## src/rtl/bcd_scan_display.sv

```systemverilog
// Four-digit multiplexed 7-segment driver for a common-anode display.
// Loaded BCD digits are held pending and copied into the displayed shadow
// register only at the end of a full scan frame, so a value that changes
// while the display is scanning never produces a torn frame.
module bcd_scan_display #(
  parameter int unsigned SCAN_DIV = 4
) (
  input  logic        clk,
  input  logic        rst,
  input  logic [15:0] din,
  input  logic        load,
  input  logic        blank_en,
  output logic [6:0]  seg,
  output logic [3:0]  an,
  output logic        upd_pending
);

  localparam int unsigned PRE_W = (SCAN_DIV > 2) ? $clog2(SCAN_DIV) : 1;
  localparam logic [PRE_W-1:0] PRE_MAX = PRE_W'(SCAN_DIV - 1);

  localparam logic [6:0] SEG_BLANK = 7'b1111111;
  localparam logic [6:0] SEG_DASH  = 7'b0111111;

  logic [PRE_W-1:0] pre_q, pre_d;
  logic [1:0]       idx_q, idx_d;
  logic [15:0]      shadow_q, shadow_d;
  logic [15:0]      pend_q, pend_d;
  logic             upd_pending_q, upd_pending_d;
  logic [6:0]       seg_q, seg_d;
  logic [3:0]       an_q, an_d;

  logic       tick;
  logic       frame_end;
  logic [3:0] cur_digit;
  logic       blank_cur;

  assign tick      = (pre_q == PRE_MAX);
  assign frame_end = tick && (idx_q == 2'd3);

  // Active-low 7-segment pattern {g,f,e,d,c,b,a}; non-BCD codes show a dash.
  function automatic logic [6:0] decode(input logic [3:0] d);
    logic [6:0] s;
    case (d)
      4'd0:    s = 7'b1000000;
      4'd1:    s = 7'b1111001;
      4'd2:    s = 7'b0100100;
      4'd3:    s = 7'b0110000;
      4'd4:    s = 7'b0011001;
      4'd5:    s = 7'b0010010;
      4'd6:    s = 7'b0000010;
      4'd7:    s = 7'b1111000;
      4'd8:    s = 7'b0000000;
      4'd9:    s = 7'b0010000;
      default: s = SEG_DASH;
    endcase
    return s;
  endfunction

  // Next state for prescaler, digit index, pending register and shadow.
  always_comb begin
    // NOTE: every signal gets a default first so no path leaves it unassigned (no latch).
    pre_d         = tick ? '0 : pre_q + 1'b1;
    idx_d         = tick ? idx_q + 2'd1 : idx_q;
    pend_d        = pend_q;
    shadow_d      = shadow_q;
    upd_pending_d = upd_pending_q;

    if (frame_end) begin
      // A load landing on the boundary wins over any older pending value.
      if (load) begin
        shadow_d = din;
      end else if (upd_pending_q) begin
        shadow_d = pend_q;
      end
      upd_pending_d = 1'b0;
    end else if (load) begin
      pend_d        = din;
      upd_pending_d = 1'b1;
    end
  end

  // Select the digit being scanned, apply leading-zero blanking and decode.
  always_comb begin
    cur_digit = shadow_q[{idx_q, 2'b00} +: 4];
    blank_cur = 1'b0;
    if (blank_en) begin
      case (idx_q)
        2'd3:    blank_cur = (shadow_q[15:12] == 4'd0);
        2'd2:    blank_cur = (shadow_q[15:8]  == 8'd0);
        2'd1:    blank_cur = (shadow_q[15:4]  == 12'd0);
        default: blank_cur = 1'b0;  // digit0 always shows
      endcase
    end
    an_d  = ~(4'b0001 << idx_q);
    seg_d = blank_cur ? SEG_BLANK : decode(cur_digit);
  end

  // State and output registers; reset blanks the display and drops any pending load.
  always_ff @(posedge clk or posedge rst) begin
    // NOTE: sequential state uses non-blocking assignments so all flops update together.
    if (rst) begin
      pre_q         <= '0;
      idx_q         <= 2'd0;
      shadow_q      <= 16'h0000;
      pend_q        <= 16'h0000;
      upd_pending_q <= 1'b0;
      seg_q         <= SEG_BLANK;
      an_q          <= 4'b1111;
    end else begin
      pre_q         <= pre_d;
      idx_q         <= idx_d;
      shadow_q      <= shadow_d;
      pend_q        <= pend_d;
      upd_pending_q <= upd_pending_d;
      seg_q         <= seg_d;
      an_q          <= an_d;
    end
  end

  assign seg         = seg_q;
  assign an          = an_q;
  assign upd_pending = upd_pending_q;

endmodule

```

## config.mk

```make
export PLATFORM = sky130hd
export DESIGN_NAME = bcd_scan_display
export DESIGN_NICKNAME = d
export VERILOG_FILES = /design/src/rtl/bcd_scan_display.sv
export SDC_FILE = /design/constraint.sdc
export NUM_CORES = 1
export LEC_CHECK = 0
export CAP_MARGIN = 5
export CORE_UTILIZATION = 58
export DETAILED_ROUTE_END_ITERATION = 16
export PLACE_DENSITY = 0.85
export SLEW_MARGIN = 30
export SYNTH_ARGS = -nofsm -noshare
export SYNTH_HDL_FRONTEND = slang
export SYNTH_SLANG_ARGS = --single-unit
```

## constraint.sdc

```tcl
create_clock -name clk -period 5.78 [get_ports clk]
set_input_delay 1.156 -clock clk [delete_from_list [all_inputs] [get_ports clk]]
set_output_delay 1.156 -clock clk [all_outputs]
set_load 0.005 [all_outputs]
```

After elaboration in Yosys (flattened, before gate mapping). Memory sizes are Yosys's and may differ from the RTL's. Index checks and enable logic that the tools add are counted.

Output and inout bits: 12. Memories kept: 1. Input port bits: 20. Bits in registers: 48. ROM bits: 112. Word-level logic and storage cells: 34.

Memory list: (name not given) (depth 16, width 7, read ports 1, clocked after Yosys merged registers in 0, wr ports 0, line 43) `case (d)`.

Shifts and indexed selects: 2. Add/subtract/negate cells: 2. Reductions and logical operators: 8. Bitwise operators: 2. Mux-type cells: 8. Equal/unequal tests: 4.

Operator list (count): $mux 16 (2); $shiftx 16x5->4 (1); $logic_not 12->1 (1); $logic_not 8->1 (1); $mux 7 (1); $eq 2x2->1 const B (3); $add 2x1->2 const B (2); $logic_not 4->1 (1); $not 4->4 (1); $reduce_and 2->1 (2); $reduce_bool 2->1 (2); $shl 1x2->4 const A (1); $mux 1 (3); $pmux 1 s3 (1); $eq 2x1->1 const B (1); $mux 2 (1); $logic_and 1x1->1 (1); $not 1->1 (1).

Longest topological paths before layout. Gate-level depths: netlist of run 1.

Depth in word-level cells: 4. Mapped depth: 8. Mapped depth without buffers: 7.

Worst setup path after synthesis of run 1. OpenSTA, ideal clock, no wires.

Path kind: input to register. Start: input port load. End: register pend_q[0]. Cell stages on the path: 4. Path slack: 3.210 ns. Data required time: 5.655 ns. Arrival: 2.445 ns. Setup time: 0.125 ns. Buffers on the path: 2. Path through: buf_2 -> a21boi_1 -> buf_2 -> mux2_2.

Cells in the longest elaborated chain, start to end: 1.

Ends and longest elaborated chain: start: declaration (line 11) `input logic load,`; $reduce_and 2->1 (no source line); end signal: assignment (line 113) `pend_q <= pend_d;`; end: declaration (line 27) `logic [15:0] pend_q, pend_d;`.

No other way between the ends. A chain may end at the register's enable or synchronous reset.

Final worst setup path of run 1.
Start: input port blank_en. End: register seg_q[1], in the netlist seg[1].

Cells in the longest elaborated chain, start to end: 2.

Ends and longest elaborated chain: start: declaration (line 12) `input logic blank_en,`; $mux 1 (line 86) `if (blank_en) begin`; $mux 7 (line 95) `seg_d = blank_cur ? SEG_BLANK : decode(cur_digit);`; via seg_d[1] (line 29) `logic [6:0] seg_q, seg_d;`; end signal: assignment (line 115) `seg_q <= seg_d;`; end: declaration (line 29).

The timed path passes the listed nets, and every way through them passes these cells.

==> results of run 1 <==
## power by group
group | switching (mW) | internal, mW
logic | 0.0484 | 0.0602
registers | 0.0179 | 0.372
clock network | 0.105 | 0.128
## cell usage in the layout, fill, tap and decap left out, types with 2 or more instances in the layout
cell,n
o21ai_0,21
o211ai_1,2
mux4_2,3
mux2i_1,16
dfstp_2,11
inv_1,12
a21oi_1,5
buf_4,3
clkbuf_8,5
nor2_1,4
nand2_1,21
dfrtp_1,37
clkdlybuf4s50_1,30
o22ai_1,2
mux2_2,17
nand2b_1,2
ha_1,11
## through the flow
step | hold WS [ns] | instances | area [µm²] | utilization (%)
final | 0.475 | 266 | 2730 | 73.9
after global routing | 0.489 | 266 | 2730 | 73.9
after CTS | 0.479 | 266 | 2730 | 74.0
after detailed placement | 0.460 | 258 | 2620 | 71.1
after global placement | 0.414 | 258 | 2620 | 71.1
after floorplan | 0.403 | 184 | 2260 | -
## logic make-up after synthesis
kind of cell	after synthesis	synth area share, %
flip-flops	48	53.7
multiplexers	37	19.7
AO/OA/AOI/OAI	35	10.1
AND/OR/NAND/NOR	31	6.41
buffers and inverters	21	3.65
adder cells (fa/ha/maj)	11	6.08
XOR/XNOR	1	0.387
## path summary, 6_finish.rpt
check                         start     endpoint  slack (ns)  cells after the start
min in group asynchronous       rst     idx_q[1]        1.31                      3
max in group asynchronous       rst  shadow_q[7]        4.09                      3
hold reg to reg            pre_q[1]     pre_q[1]        0.48                      1
setup / recovery           blank_en       seg[1]        3.08                      5
hold / removal             pre_q[1]     pre_q[1]        0.48                      1
setup reg to reg           idx_q[0]       seg[1]        3.42                      6
## worst max-delay path, delay by kind of cell
kind            cells  cell delay [ns]
compound gates      2             0.62
buf+inv             1             0.47
simple gates        2             0.67
## cell type report
class | count | area share [%]
Inverter | 13 | 1.79
Multi-Input combinational cell | 115 | 35.4
Sequential cell | 48 | 44.6
Timing Repair Buffer | 34 | 12.0
Tap cell | 48 | 2.20
Clock inverter | 2 | 1.29
Clock buffer | 6 | 2.66
## registers in the layout (all words and copies together) (netlist names)
name / cells
pend_q: 16
shadow_q: 16
seg: 7
an: 4
idx_q: 2
pre_q: 2
upd_pending: 1
## layer usage
metal / share of wire, % / global-route usage [%] / vias up
met5: 0 / 0 / -
met4: 2.0 / 8.89 / 0
met3: 3.4 / 5.28 / 10
met2: 54 / 40.8 / 35
met1: 40 / 26.6 / 732
li1: - / - / 703
==> impl_metrics.ini, run 1 <==
[routing]
routed_wl_um = 4050
wl_per_cell_um = 15.2
drc_errors = 0
vias = 1480
antenna_left = 0
via_per_inst = 5.56
dr.pass1.iters = 4
first_iter_violations = 71

[run_status]
outcome = completed

[layout]
fin_nets = 248
multi_input_area_um2 = 966
area_delta_synth_final_pct = 20.4
fillers = 261
drive_gt1_share_pct = 22.0
regArea_mm2 = 0.00121
antenna_cells = 0

[cts]
cts_tree = built
clock_latency_ns = 0.30
clk_transition_reported_paths_ns = 0.08
post_cts_resized = 0
cts_htree_levels = 2
cts-root-buf = clkbuf_8
clockBufferDepth = 2
cts_buffers = 5
clkSinkCount = 48
cts_hold_buf = 0
postCtsSetupBuffers = 0

[sta]
grt_setup_unrepaired = false
fin_setup_tns_ns = 0
hold_viol_final = 0
max_freq_ghz = 0.371
slew_viol_final = 0
period_minus_slack_ns = 2.70
fin_ws_ns = 3.08
worst_pin_slew_ns = 0.576
setup_viol = 0
max_slew_margin_pct = 61.6
fin_skew_ns = 0.00591
finalCritPeriodShare_pct = 46.7

[yosys]
ys_seq_elements = 48
async_flop_share_pct = 100
syn_avg_cell_area_um2 = 12.3
synth_most_common_cell = dfrtp_1
synth_cells = 184
netlist_top_cells_area = dfrtp_1 41%, dfstp_2 13%, mux2_2 8.5%
synth_edf_count = 0
yosysSeqAreaShare_pct = 53.7
ys.warnings.count = 0
synth_area_leader_cell = dfrtp_1
synthFlopType = dfrtp_1
syn_area_mm2 = 0.00226
synth_cell_types = 28
synth_top_area_share_pct = 40.9
synthesis.nets = 215
synth_common_cells = 37 x dfrtp_1, 21 x nand2_1, 21 x o21ai_0

[floorplan]
start_util_pct = 61.4
die-area_mm2 = 0.00416
core_area_mm2 = 0.00369
io-pin-count = 32
die_width_um = 64.5
die_height_um = 64.5
rows = 22

[worst_setup_path]
crit_chain = clkdlybuf4s50_1 > or4b_4 > a2111oi_4 > nand2_1 > o21ai_0
cp_slowest_cell = a2111oi_4
path_max_fanout = 4
cp.arrival_ns = 2.92
cp-start-kind = primary input
slowest_delay_ns = 0.48
required_ns = 6.00
timing_worst_setup_path_type = in2reg
cp-end-kind = flip-flop

[placement]
place_ws_ns = 2.49
routabilityCongestion = 0.801
hpwl_um = 3050
io_buffers = 31

[flow_run]
cap_violations = 0

[global_route]
grt_pass1_vias = 1497
gr-total-overflow = 0
track_usage_pct = 22.9
grt_pass1_wl_um = 7050
grt_max_degree = 49
antenna_found_initial = 0

[pwr]
p_leak_nw = 1.21
power_density_mw_per_mm2 = 268
vdd_drop_max_v = 0.000174
total_power_mw = 0.732

[hold_path]
hp-class = reg2reg
(Power assumes the default switching activity.)
==> run 2, diff against run 1 <==
- CORE_UTILIZATION: 58 -> 49
- PLACE_DENSITY: 0.85 -> 0.77
- clock period: 5.78 -> 2.2 ns (I/O delays scaled with it)
==> run 2 against run 1 <==
Clock skew grew 0.0011 ns. Cell count increased by 3.0%. Non-clock buffer count increased by 4. Clock power rose to 2.8 times the previous value. Sequential share of layout area fell by 1.3 points. Wire length decreased by 9.5%. Cell area rose by 2.9%. Largest cell class unchanged. Die area grew 18%. Hold slack got worse by 0.045 ns.
==> impl_metrics.ini, run 2 (synthesis results as in run 1) <==
[routing]
antenna_left = 0
dr.pass1.iters = 4
drc_errors = 0
wl_per_cell_um = 13.4
routed_wl_um = 3660
first_iter_violations = 63
via_per_inst = 5.32
vias = 1458

[layout]
area_delta_synth_final_pct = 23.9
mostFrequentLayoutCells = 37 x dfrtp_1, 31 x clkdlybuf4s50_1, 21 x nand2_1, 21 x o21ai_0, 17 x mux2_2
fin_nets = 252
fillers = 370
regArea_mm2 = 0.00121
final_core_util_pct = 64.0
antenna_cells = 0
final_common_cell = dfrtp_1
multi_input_area_um2 = 966
drive_gt1_share_pct = 23.9
stdcell_area_mm2 = 0.00280

[floorplan]
rows = 24
core_area_mm2 = 0.00438
die_width_um = 70.0
io-pin-count = 32
die-area_mm2 = 0.00490
start_util_pct = 51.6
die_height_um = 70.0

[worst_setup_path]
timing_worst_setup_path_type = reg2reg
cp-start-kind = flip-flop
cp_slowest_cell = mux4_1
cp.arrival_ns = 2.28
crit_chain = buf_4 > mux4_1 > inv_1 > ha_1 > inv_1 > mux2_2 > o22ai_1 > nand2_1
slowest_delay_ns = 0.63
crit_path_frequent_cell = inv_1
required_ns = 2.43
cp-end-kind = flip-flop
path_max_fanout = 5

[placement]
io_buffers = 31
routabilityCongestion = 0.813
hpwl_um = 2680
placed_area_mm2 = 0.00268

[cts]
cts_tree = built
cts_htree_levels = 2
clock_latency_ns = 0.30
clk_transition_reported_paths_ns = 0.08
post_cts_resized = 0
cts_buffers = 5
cts_hold_buf = 0
postCtsSetupBuffers = 0
clockBufferDepth = 2
cts-root-buf = clkbuf_8
clkSinkCount = 48

[sta]
hold_viol_final = 0
max_slew_margin_pct = 72.9
fin_skew_ns = 0.00700
worst_pin_slew_ns = 0.404
grt_setup_unrepaired = false
finalCritPeriodShare_pct = 92.9
slew_viol_final = 0
fin_setup_tns_ns = 0
period_minus_slack_ns = 2.04
max_freq_ghz = 0.489
setup_viol = 0

[pwr]
p_leak_nw = 1.25
power_density_mw_per_mm2 = 702
vdd_drop_max_v = 0.000575
total_power_mw = 1.97

[global_route]
grt_pass1_wl_um = 6420
antenna_found_initial = 0
gr-total-overflow = 0
grt_pass1_vias = 1418
track_usage_pct = 16.8
grt_max_degree = 49

[flow_run]
cap_violations = 0

[hold_path]
hp-class = reg2reg

[run_status]
outcome = completed
[run 2: cell types whose count changed in the layout (fill, tap and decap cells not counted), sizes merged]
cell | previous run | this run
inv | 12 | 13
clkdlybuf4s50 | 30 | 31
buf | 4 | 7
clkinv | 2 | 1
[run 2: final cells by class]
cell class | count | share of cell area, %
Sequential cell | 48 | 43.3
Multi-Input combinational cell | 115 | 34.4
Timing Repair Buffer | 38 | 13.8
Clock buffer | 6 | 2.95
Tap cell | 52 | 2.32
Inverter | 13 | 1.74
Clock inverter | 2 | 1.38
[run 2: layer usage]
layer	wire, µm	vias to the layer above	track usage [%]
met2	1750	29	26.3
met1	1740	710	22.8
met3	120	7	4.18
met4	51	0	6.22
li1	-	712	-
met5	0	-	0
[run 2: power by group]
| group | total, mW | switching [mW] | internal (mW) | leakage (nW) |
|---|---|---|---|---|
| combinational | 0.286 | 0.121 | 0.164 | 0.631 |
| clock | 0.660 | 0.288 | 0.371 | 0.0614 |
| sequential | 1.02 | 0.0468 | 0.977 | 0.553 |
[run 2: final timing paths]
path                       startpoint        to  slack, ns  cells after the start
hold / removal               pre_q[0]  pre_q[0]       0.43                      1
hold reg to reg              pre_q[0]  pre_q[0]       0.43                      1
setup reg to reg             idx_q[1]    seg[4]       0.16                      8
min in group asynchronous         rst  pre_q[0]       0.48                      3
max in group asynchronous         rst    seg[6]       1.45                      3
setup / recovery             idx_q[1]    seg[4]       0.16                      8
[run 2: critical path, delay by kind of cell (launching register included)]
| family | cells | cell delay [ns] |
|---|---|---|
| AOI/OAI and AO/OA | 1 | 0.14 |
| and+or+nand+nor | 1 | 0.07 |
| muxes | 2 | 0.88 |
| DFF | 1 | 0.39 |
| buffers and inverters | 3 | 0.35 |
| adders and majority gates | 1 | 0.15 |
[run 2: metrics by stage]
| step | cells | hold WS, ns | worst slack (ns) |
|---|---|---|---|
| after floorplan | 184 | 0.403 | 0.125 |
| after global placement | 266 | 0.415 | -0.00570 |
| after detailed placement | 266 | 0.422 | 0.00751 |
| after CTS | 274 | 0.434 | 0.141 |
| after global routing | 274 | 0.481 | 0.0216 |
| final | 274 | 0.431 | 0.156 |
